===== config.mk =====
export PLATFORM = sky130hd
export DESIGN_NAME = imem_load_sequencer
export DESIGN_NICKNAME = d
export VERILOG_FILES = /design/src/rtl/i281_imem_pkg.sv /design/src/rtl/imem_word_counter.sv /design/src/rtl/imem_load_sequencer.sv
export SDC_FILE = /design/constraint.sdc
export NUM_CORES = 1
export LEC_CHECK = 0
export CAP_MARGIN = 15
export CORE_UTILIZATION = 43
export CTS_BUF_LIST = sky130_fd_sc_hd__clkbuf_8
export CTS_CLUSTER_DIAMETER = 100
export CTS_CLUSTER_SIZE = 20
export DETAILED_ROUTE_END_ITERATION = 10
export GPL_TIMING_DRIVEN = 0
export PLACE_DENSITY = 0.81
export SYNTH_ARGS = -nofsm -noshare
export SYNTH_HDL_FRONTEND = slang
export SYNTH_HIERARCHICAL = 1
export SYNTH_SLANG_ARGS = --single-unit
export TNS_END_PERCENT = 10

===== constraint.sdc =====
create_clock -name CLOCK -period 2.2 [get_ports CLOCK]
set_input_delay 0.66 -clock CLOCK [delete_from_list [all_inputs] [get_ports CLOCK]]
set_output_delay 0.66 -clock CLOCK [all_outputs]
set_load 0.005 [all_outputs]

===== src/rtl/i281_imem_pkg.sv =====
// Shared types and sizing for the instruction-memory download sequencer.
package i281_imem_pkg;

    localparam int unsigned DATA_W         = 16;
    localparam int unsigned WORDS_PER_BANK = 16;
    localparam int unsigned NUM_BANKS      = 2;
    localparam int unsigned SEL_W          = $clog2(WORDS_PER_BANK);
    localparam int unsigned ADDR_W         = $clog2(WORDS_PER_BANK * NUM_BANKS);

    localparam logic [ADDR_W-1:0] LAST_WORD = ADDR_W'(WORDS_PER_BANK * NUM_BANKS - 1);

    typedef enum logic [1:0] {
        ST_INIT  = 2'd0,
        ST_IDLE  = 2'd1,
        ST_LOAD  = 2'd2,
        ST_FLUSH = 2'd3
    } imem_state_e;

    // One bank write as presented to both register files
    typedef struct packed {
        logic              we_high;
        logic              we_low;
        logic [SEL_W-1:0]  sel;
        logic [DATA_W-1:0] data;
    } imem_wr_t;

endpackage


===== src/rtl/imem_word_counter.sv =====
// Download word counter: sync clear, enable, saturates at the last word of the high bank.
module imem_word_counter
    import i281_imem_pkg::*;
(
    input  logic              clk,
    input  logic              rst,
    input  logic              clr,
    input  logic              en,
    output logic [ADDR_W-1:0] count,
    output logic              last_word_c
);

    assign last_word_c = (count == LAST_WORD);

    // Holding at LAST_WORD keeps the final download from wrapping the count to zero
    always_ff @(posedge clk) begin
        if (rst || clr) begin
            count <= '0;
        end else if (en && !last_word_c) begin
            count <= count + ADDR_W'(1);
        end
    end

endmodule


===== src/rtl/imem_load_sequencer.sv =====
// Sequences BIOS preload and streamed program download into the low/high IMEM banks,
// stalling CPU fetch while either is in progress.
module imem_load_sequencer
    import i281_imem_pkg::*;
(
    input  logic              CLOCK,
    input  logic              RESET,
    input  logic              LOAD_START,
    input  logic              LOAD_ABORT,
    input  logic              IN_VALID,
    input  logic [DATA_W-1:0] IN_DATA,
    output logic              IN_READY,
    output logic [SEL_W-1:0]  WRITE_SELECT,
    output logic [DATA_W-1:0] IMEM_INPUT,
    output logic              WE_LOW,
    output logic              WE_HIGH,
    output logic              CPU_STALL,
    output logic              LOAD_DONE,
    output logic [ADDR_W-1:0] WORD_COUNT
);

    imem_state_e state_q, state_d;
    imem_wr_t    wr_q, wr_d;
    logic        load_done_d;
    logic        stall_d;
    logic        cnt_clr;
    logic        cnt_en;
    logic        last_word_c;

    imem_word_counter u_word_counter (
        .clk         (CLOCK),
        .rst         (RESET),
        .clr         (cnt_clr),
        .en          (cnt_en),
        .count       (WORD_COUNT),
        .last_word_c (last_word_c)
    );

    // Ready depends on state only so the loader never sees a combinational loop
    assign IN_READY = (state_q == ST_LOAD);

    always_ff @(posedge CLOCK) begin
        if (RESET) begin
            state_q <= ST_INIT;
        end else begin
            state_q <= state_d;
        end
    end

    // Next state plus next values of the registered write/status outputs
    always_comb begin
        state_d     = state_q;
        wr_d        = wr_q;
        wr_d.we_low = 1'b0;
        wr_d.we_high = 1'b0;
        load_done_d = 1'b0;
        cnt_clr     = 1'b0;
        cnt_en      = 1'b0;

        case (state_q)
            ST_INIT: begin
                state_d = ST_IDLE;
            end
            ST_IDLE: begin
                if (LOAD_START) begin
                    state_d = ST_LOAD;
                    cnt_clr = 1'b1;
                end
            end
            ST_LOAD: begin
                // Abort takes priority over a word offered in the same cycle
                if (LOAD_ABORT) begin
                    state_d = ST_IDLE;
                end else if (IN_VALID) begin
                    wr_d.sel     = WORD_COUNT[SEL_W-1:0];
                    wr_d.data    = IN_DATA;
                    wr_d.we_low  = ~WORD_COUNT[ADDR_W-1];
                    wr_d.we_high = WORD_COUNT[ADDR_W-1];
                    cnt_en       = 1'b1;
                    if (last_word_c) begin
                        state_d = ST_FLUSH;
                    end
                end
            end
            ST_FLUSH: begin
                state_d     = ST_IDLE;
                load_done_d = 1'b1;
            end
            default: begin
                state_d = ST_INIT;
            end
        endcase

        stall_d = (state_d != ST_IDLE);
    end

    always_ff @(posedge CLOCK) begin
        if (RESET) begin
            wr_q      <= '0;
            LOAD_DONE <= 1'b0;
            CPU_STALL <= 1'b1;
        end else begin
            wr_q      <= wr_d;
            LOAD_DONE <= load_done_d;
            CPU_STALL <= stall_d;
        end
    end

    assign WRITE_SELECT = wr_q.sel;
    assign IMEM_INPUT   = wr_q.data;
    assign WE_LOW       = wr_q.we_low;
    assign WE_HIGH      = wr_q.we_high;

endmodule


; Yosys cells after proc, flatten, opt, wreduce, memory -nomap -nowiden
; Index checks and enable logic that the tools add are counted.
[word_totals]
output_inout_bits = 30
register_bits = 31
in_bits = 21
wordCells = 36
[classes]
add_sub_neg = 1
eq_ne = 5
mux = 11
n_reduce_logical = 7
n_bitwise = 4
[op_table]
columns = cell, n
row1 = $mux W2, 4
row2 = $mux W1, 6
row3 = $pmux W2 S3, 1
row4 = $add A5 B1 Y5 const B, 1
row5 = $eq A5 B5 Y1 const B, 1
row6 = $eq A2 B2 Y1 const B, 2
row7 = $not A1 Y1, 4
row8 = $reduce_or A4 Y1, 1
row9 = $reduce_and A3 Y1, 1
row10 = $eq A2 B1 Y1 const B, 1
row11 = $logic_not A2 Y1, 1
row12 = $ne A2 B1 Y1 const B, 1
row13 = $reduce_or A2 Y1, 1
row14 = $logic_and A1 B1 Y1, 1
row15 = $logic_not A1 Y1, 1
row16 = $logic_or A1 B1 Y1, 1

; Logic depth before layout (Yosys ltp)
[logic_depth]
ltp_word = 6
mapped_depth = 8
depth_no_buf = 7

; By module
; The synthesis kept the hierarchy.
[by_module_without_submodules]
columns = module, area_per_inst_um2, instances, cells_each, seq_area_each_um2
row1 = imem_load_sequencer, 979.7, 1, 116, 520.5
row2 = imem_word_counter, 239.0, 1, 26, 100.1

; Worst setup path after synthesis
; OpenSTA, ideal clock, no wires.
[synth_timing]
path_type = input to register
start = in LOAD_ABORT
end = reg u_word_counter.count[3]
slack_ps = 488
t_arrival_ps = 1642
stages = 6
required_time_ps = 2130
n_path_buf = 1
setup_ps = 70
cell_sequence = nand3b_1 inv_1 buf_4 nand2b_4 or3_1 a21oi_1
[synth_between]
elab_chain_cells = 3
[synth_lines]
columns = item, line_no
row1 = from (decl), imem_load_sequencer.sv:9  ; input logic LOAD_ABORT,
row2 = $mux W1, imem_load_sequencer.sv:72  ; if (LOAD_ABORT) begin
row3 = $mux W1, imem_load_sequencer.sv:60  ; case (state_q)
row4 = net cnt_en, imem_load_sequencer.sv:27  ; logic cnt_en;
row5 = $logic_and A1 B1 Y1, imem_word_counter.sv:19  ; end else if (en && !last_word_c) begin
row6 = to (signal assigned), imem_word_counter.sv:20  ; count <= count + ADDR_W'(1);
row7 = to (decl), imem_word_counter.sv:9  ; output logic [ADDR_W-1:0] count,
; The timed path passes the listed nets, and every way through them passes these cells.
; A chain may end at the register's enable or synchronous reset.

; Final worst setup path
[layout_timing]
start = reg state_q[1]
end = out IN_READY
[layout_between]
elab_chain_cells = 1
[layout_lines]
columns = item, line_no
row1 = from (decl), imem_load_sequencer.sv:22  ; imem_state_e state_q, state_d;
row2 = from (signal assigned), imem_load_sequencer.sv:46  ; state_q <= state_d;
row3 = $eq A2 B2 Y1, imem_load_sequencer.sv:40  ; assign IN_READY = (state_q == ST_LOAD);
row4 = to (decl), imem_load_sequencer.sv:12  ; output logic IN_READY,
; Every way passes these cells.

==> impl_results.rst <==
.. list-table::
   :header-rows: 1

   * - Metric
     - Value
   * - Result of the run
     - complete, no violations
   * - Switching share of power
     - 23.3%
   * - Number of buffers created by CTS
     - 5
   * - Cell area power density
     - 677 mW/mm2
   * - Starting density of the core
     - 47.5%
   * - Startpoint types
     - flop
   * - Cell internal pwr
     - 971 uW
   * - Worst Hold Path Cells
     - 2
   * - Post-CTS clock slew at the launch and capture registers of the worst setup and hold paths
     - 0.06 ns
   * - Clock period minus worst slack
     - 2.08 ns
   * - Register share of total power
     - 47.5%
   * - Layout cell share with drive strength beyond 1
     - 9.00%
   * - Final global-route overflow total
     - 0
   * - Worst relative slew slack
     - 69.5%
   * - Top cells by area in the synthesized netlist
     - dfxtp_1 (51%), nand2_1 (14%), a21oi_1 (9.9%), ha_1 (6.2%), nand2b_4 (2.3%)
   * - Worst Reg2Reg Path Length in Cells
     - 6
   * - Unrepaired setup endpoints after global routing
     - no
   * - Total vias in the final route
     - 1138
   * - EDFF count, synth
     - 0
   * - Final max-slew violation count
     - 0
   * - Count of fill cells added during filler insertion
     - 214
   * - Fraction of registers with async set/reset
     - 0%
   * - Final instance area
     - 0.00187 mm2
   * - Pin count of the biggest net entering global routing
     - 13
   * - Wire length of the first global-routing pass
     - 5.04 mm
   * - Proportion of netlist area held by the largest area contributor
     - 50.9%
   * - Seq/Total Area, Yosys
     - 50.9%
   * - Relative contribution of combinational cells to total power
     - 14.3%
   * - Reg2Reg Setup Slack
     - 0.34 ns
   * - Power spent charging and discharging nets
     - 295 uW
   * - Die height
     - 55.2 um
   * - Port Buffer Count
     - 50
   * - Category of the critical setup timing path
     - reg -> out
   * - DIE AREA
     - 0.00305 mm2
   * - Number of flip-flops and latches in the synthesized netlist
     - 31
   * - Worst Hold Slack
     - 0.454 ns
   * - Most frequently used flop master after synthesis
     - dfxtp_1
   * - P_leak
     - 0.681 nW
   * - Part of the power in the clock network
     - 38.2%
   * - Leading area contributor after synthesis
     - dfxtp_1
   * - Setup-failing EPs final
     - 0
   * - H-tree levels
     - 2
   * - WL per Instance
     - 13.2 um
   * - Highest achievable clock rate
     - 480 MHz
   * - Worst vdd ir
     - 0.000573 V
   * - Warnings, synthesis
     - 6
   * - Power after layout
     - 1.27 mW
   * - Clock latency on the worst-skew pair
     - 0.28 ns
   * - Clock skew after layout
     - 0.00236 ns
   * - Critical Path AT
     - 1.42 ns
   * - Clk sink count
     - 31
   * - Post-route ant nets
     - 0
   * - Net count after synthesis
     - 169
   * - Hold crit path type
     - reg -> reg
   * - Area after detailed placement
     - 0.00176 mm2
   * - Average vias per placed instance
     - 4.95
   * - Number of cell rows
     - 18
   * - CP Data Required Time
     - 1.54 ns
   * - Synth cell types
     - 27
   * - Post-layout nets
     - 226
   * - Synthesized area per cell
     - 8.58 um2
   * - # IOs
     - 51
   * - Total GRT Usage
     - 20.9%
   * - Setup Fix Bufs, Post-CTS
     - 0
   * - CTS max path bufs
     - 2
   * - Hold bufs inserted after CTS
     - 0
   * - Routability-driven placement congestion ratio
     - 0.838
   * - Area grow syn2layout
     - 53.5%
   * - Half-perimeter wire length after detailed placement
     - 2.17 mm
   * - Horizontal die dimension
     - 55.2 um
   * - Slew @ Worst Pin
     - 0.457 ns
   * - Drt pass-1 iters
     - 4
   * - Total Routed Length
     - 3.03 mm
   * - Crit path capture type
     - primary output
   * - Remaining DRCs
     - 0
   * - Aggregate negative setup slack
     - 0 ns
   * - Antenna fix cells
     - 0
   * - Area of the core region
     - 0.00257 mm2
   * - Max cap viols
     - 0
   * - Synth Cell Area
     - 0.00122 mm2
   * - Clock tree from TritonCTS
     - yes
   * - Synthesized instance count
     - 142
   * - Number of violations reported at the end of detailed-routing iteration 0
     - 29
   * - Fin. Hold Viols
     - 0
   * - Number of antenna violations at the first check in global routing
     - 0
   * - CTS root buffer
     - clkbuf_8
   * - Final critical-path share of the clock period
     - 94.7%
   * - Crit-path max FO
     - 5
   * - Number of global-route vias before repair
     - 1158
layout by cell type (no fill, tap or decap), types with 2 or more instances in the layout:
| master | count |
|---|---|
| nand2b_4 | 2 |
| clkbuf_8 | 7 |
| nand2_1 | 44 |
| nor2_1 | 4 |
| clkdlybuf4s50_1 | 50 |
| ha_1 | 5 |
| buf_2 | 2 |
| inv_1 | 5 |
| clkbuf_1 | 3 |
| dfxtp_1 | 30 |
| buf_4 | 2 |
| nand3b_1 | 3 |
| o21ai_0 | 2 |
| a21oi_1 | 24 |
per-layer routing:
layer  part of all wire (%)  GRT usage, %
met3                    7.8          9.37
met4                      0          5.36
met5                      0             0
met2                     50          37.0
met1                     42          22.7
power groups by stage:
stage                     Clock [mW]  Sequential [mW]  Combinational [mW]
after detailed placement           0            0.611               0.169
after CTS                      0.494            0.599               0.175
final                          0.483            0.601               0.181
after global placement             0            0.611               0.163
after global routing           0.515            0.605               0.200
after floorplan                    0            0.610              0.0864
sequential cells by signal, indices dropped and copies added (netlist names):
register,count
IMEM_INPUT,16
u_word_counter/count,5
WRITE_SELECT,4
state_q,2
CPU_STALL,1
LOAD_DONE,1
WE_HIGH,1
WE_LOW,1
synth_stat cells (all sizes together) (2+ instances only):
library cell and n:
nand2 44, dfxtp 31, a21oi 24, ha 6, buf 4, inv 4, nor2 4, clkbuf 3
nand3b 3, nand2b 2, o21ai 2
what timing repair did:
action,CTS,global route
setup endpoints to repair,0,1
endpoints found under the hold margin,0,0
gates resized for setup,0,3
stage by stage:
stage	utilization [%]	std cells	setup WS (ns)
floorplan	-	142	0.488
global route	72.9	230	0.0457
CTS	72.3	230	0.0139
detailed placement	68.4	222	-0.153
finish	72.9	230	0.117
global placement	68.4	222	-0.0803
kinds of logic (layout without fill, tap and decap cells):
logic type	count (synthesis)	in the layout	share of synthesized area [%]
DFF	31	31	50.9
and+or+nand+nor	63	63	24.3
buffers and inverters	11	69	4.21
adders and majority gates	6	6	6.16
AOI/OAI and AO/OA	29	29	12.9
xor gates and xnor gates	2	2	1.44
cell type report:
class | instances | area, um2 | share of cell area (%)
well taps | 30 | 37.5 | 2.01
clock inverters | 1 | 3.75 | 0.201
inverters | 4 | 15.0 | 0.803
plain buffers | 7 | 36.3 | 1.94
flip-flops and latches | 31 | 622 | 33.2
multi-input cells | 100 | 559 | 29.9
repair buffers | 50 | 500 | 26.8
clock buffers | 7 | 96.3 | 5.15
worst max-delay path, stage by stage (launching register included):
cell and delay (ns):
dfxtp_1 0.44, ha_4 0.20, clkdlybuf4s50_1 0.50
final timing paths:
kind,startpoint,to
setup reg to reg,u_word_counter/count[0]$_SDFFE_PP0P_,CPU_STALL$_SDFF_PP1_
hold reg to reg,IMEM_INPUT[15]$_SDFFE_PP0P_,IMEM_INPUT[15]$_SDFFE_PP0P_
setup / recovery,state_q[1]$_SDFF_PP0_,IN_READY
hold / removal,IMEM_INPUT[15]$_SDFFE_PP0P_,IMEM_INPUT[15]$_SDFFE_PP0P_
No activity file was read; power rests on OpenSTA's default activity.
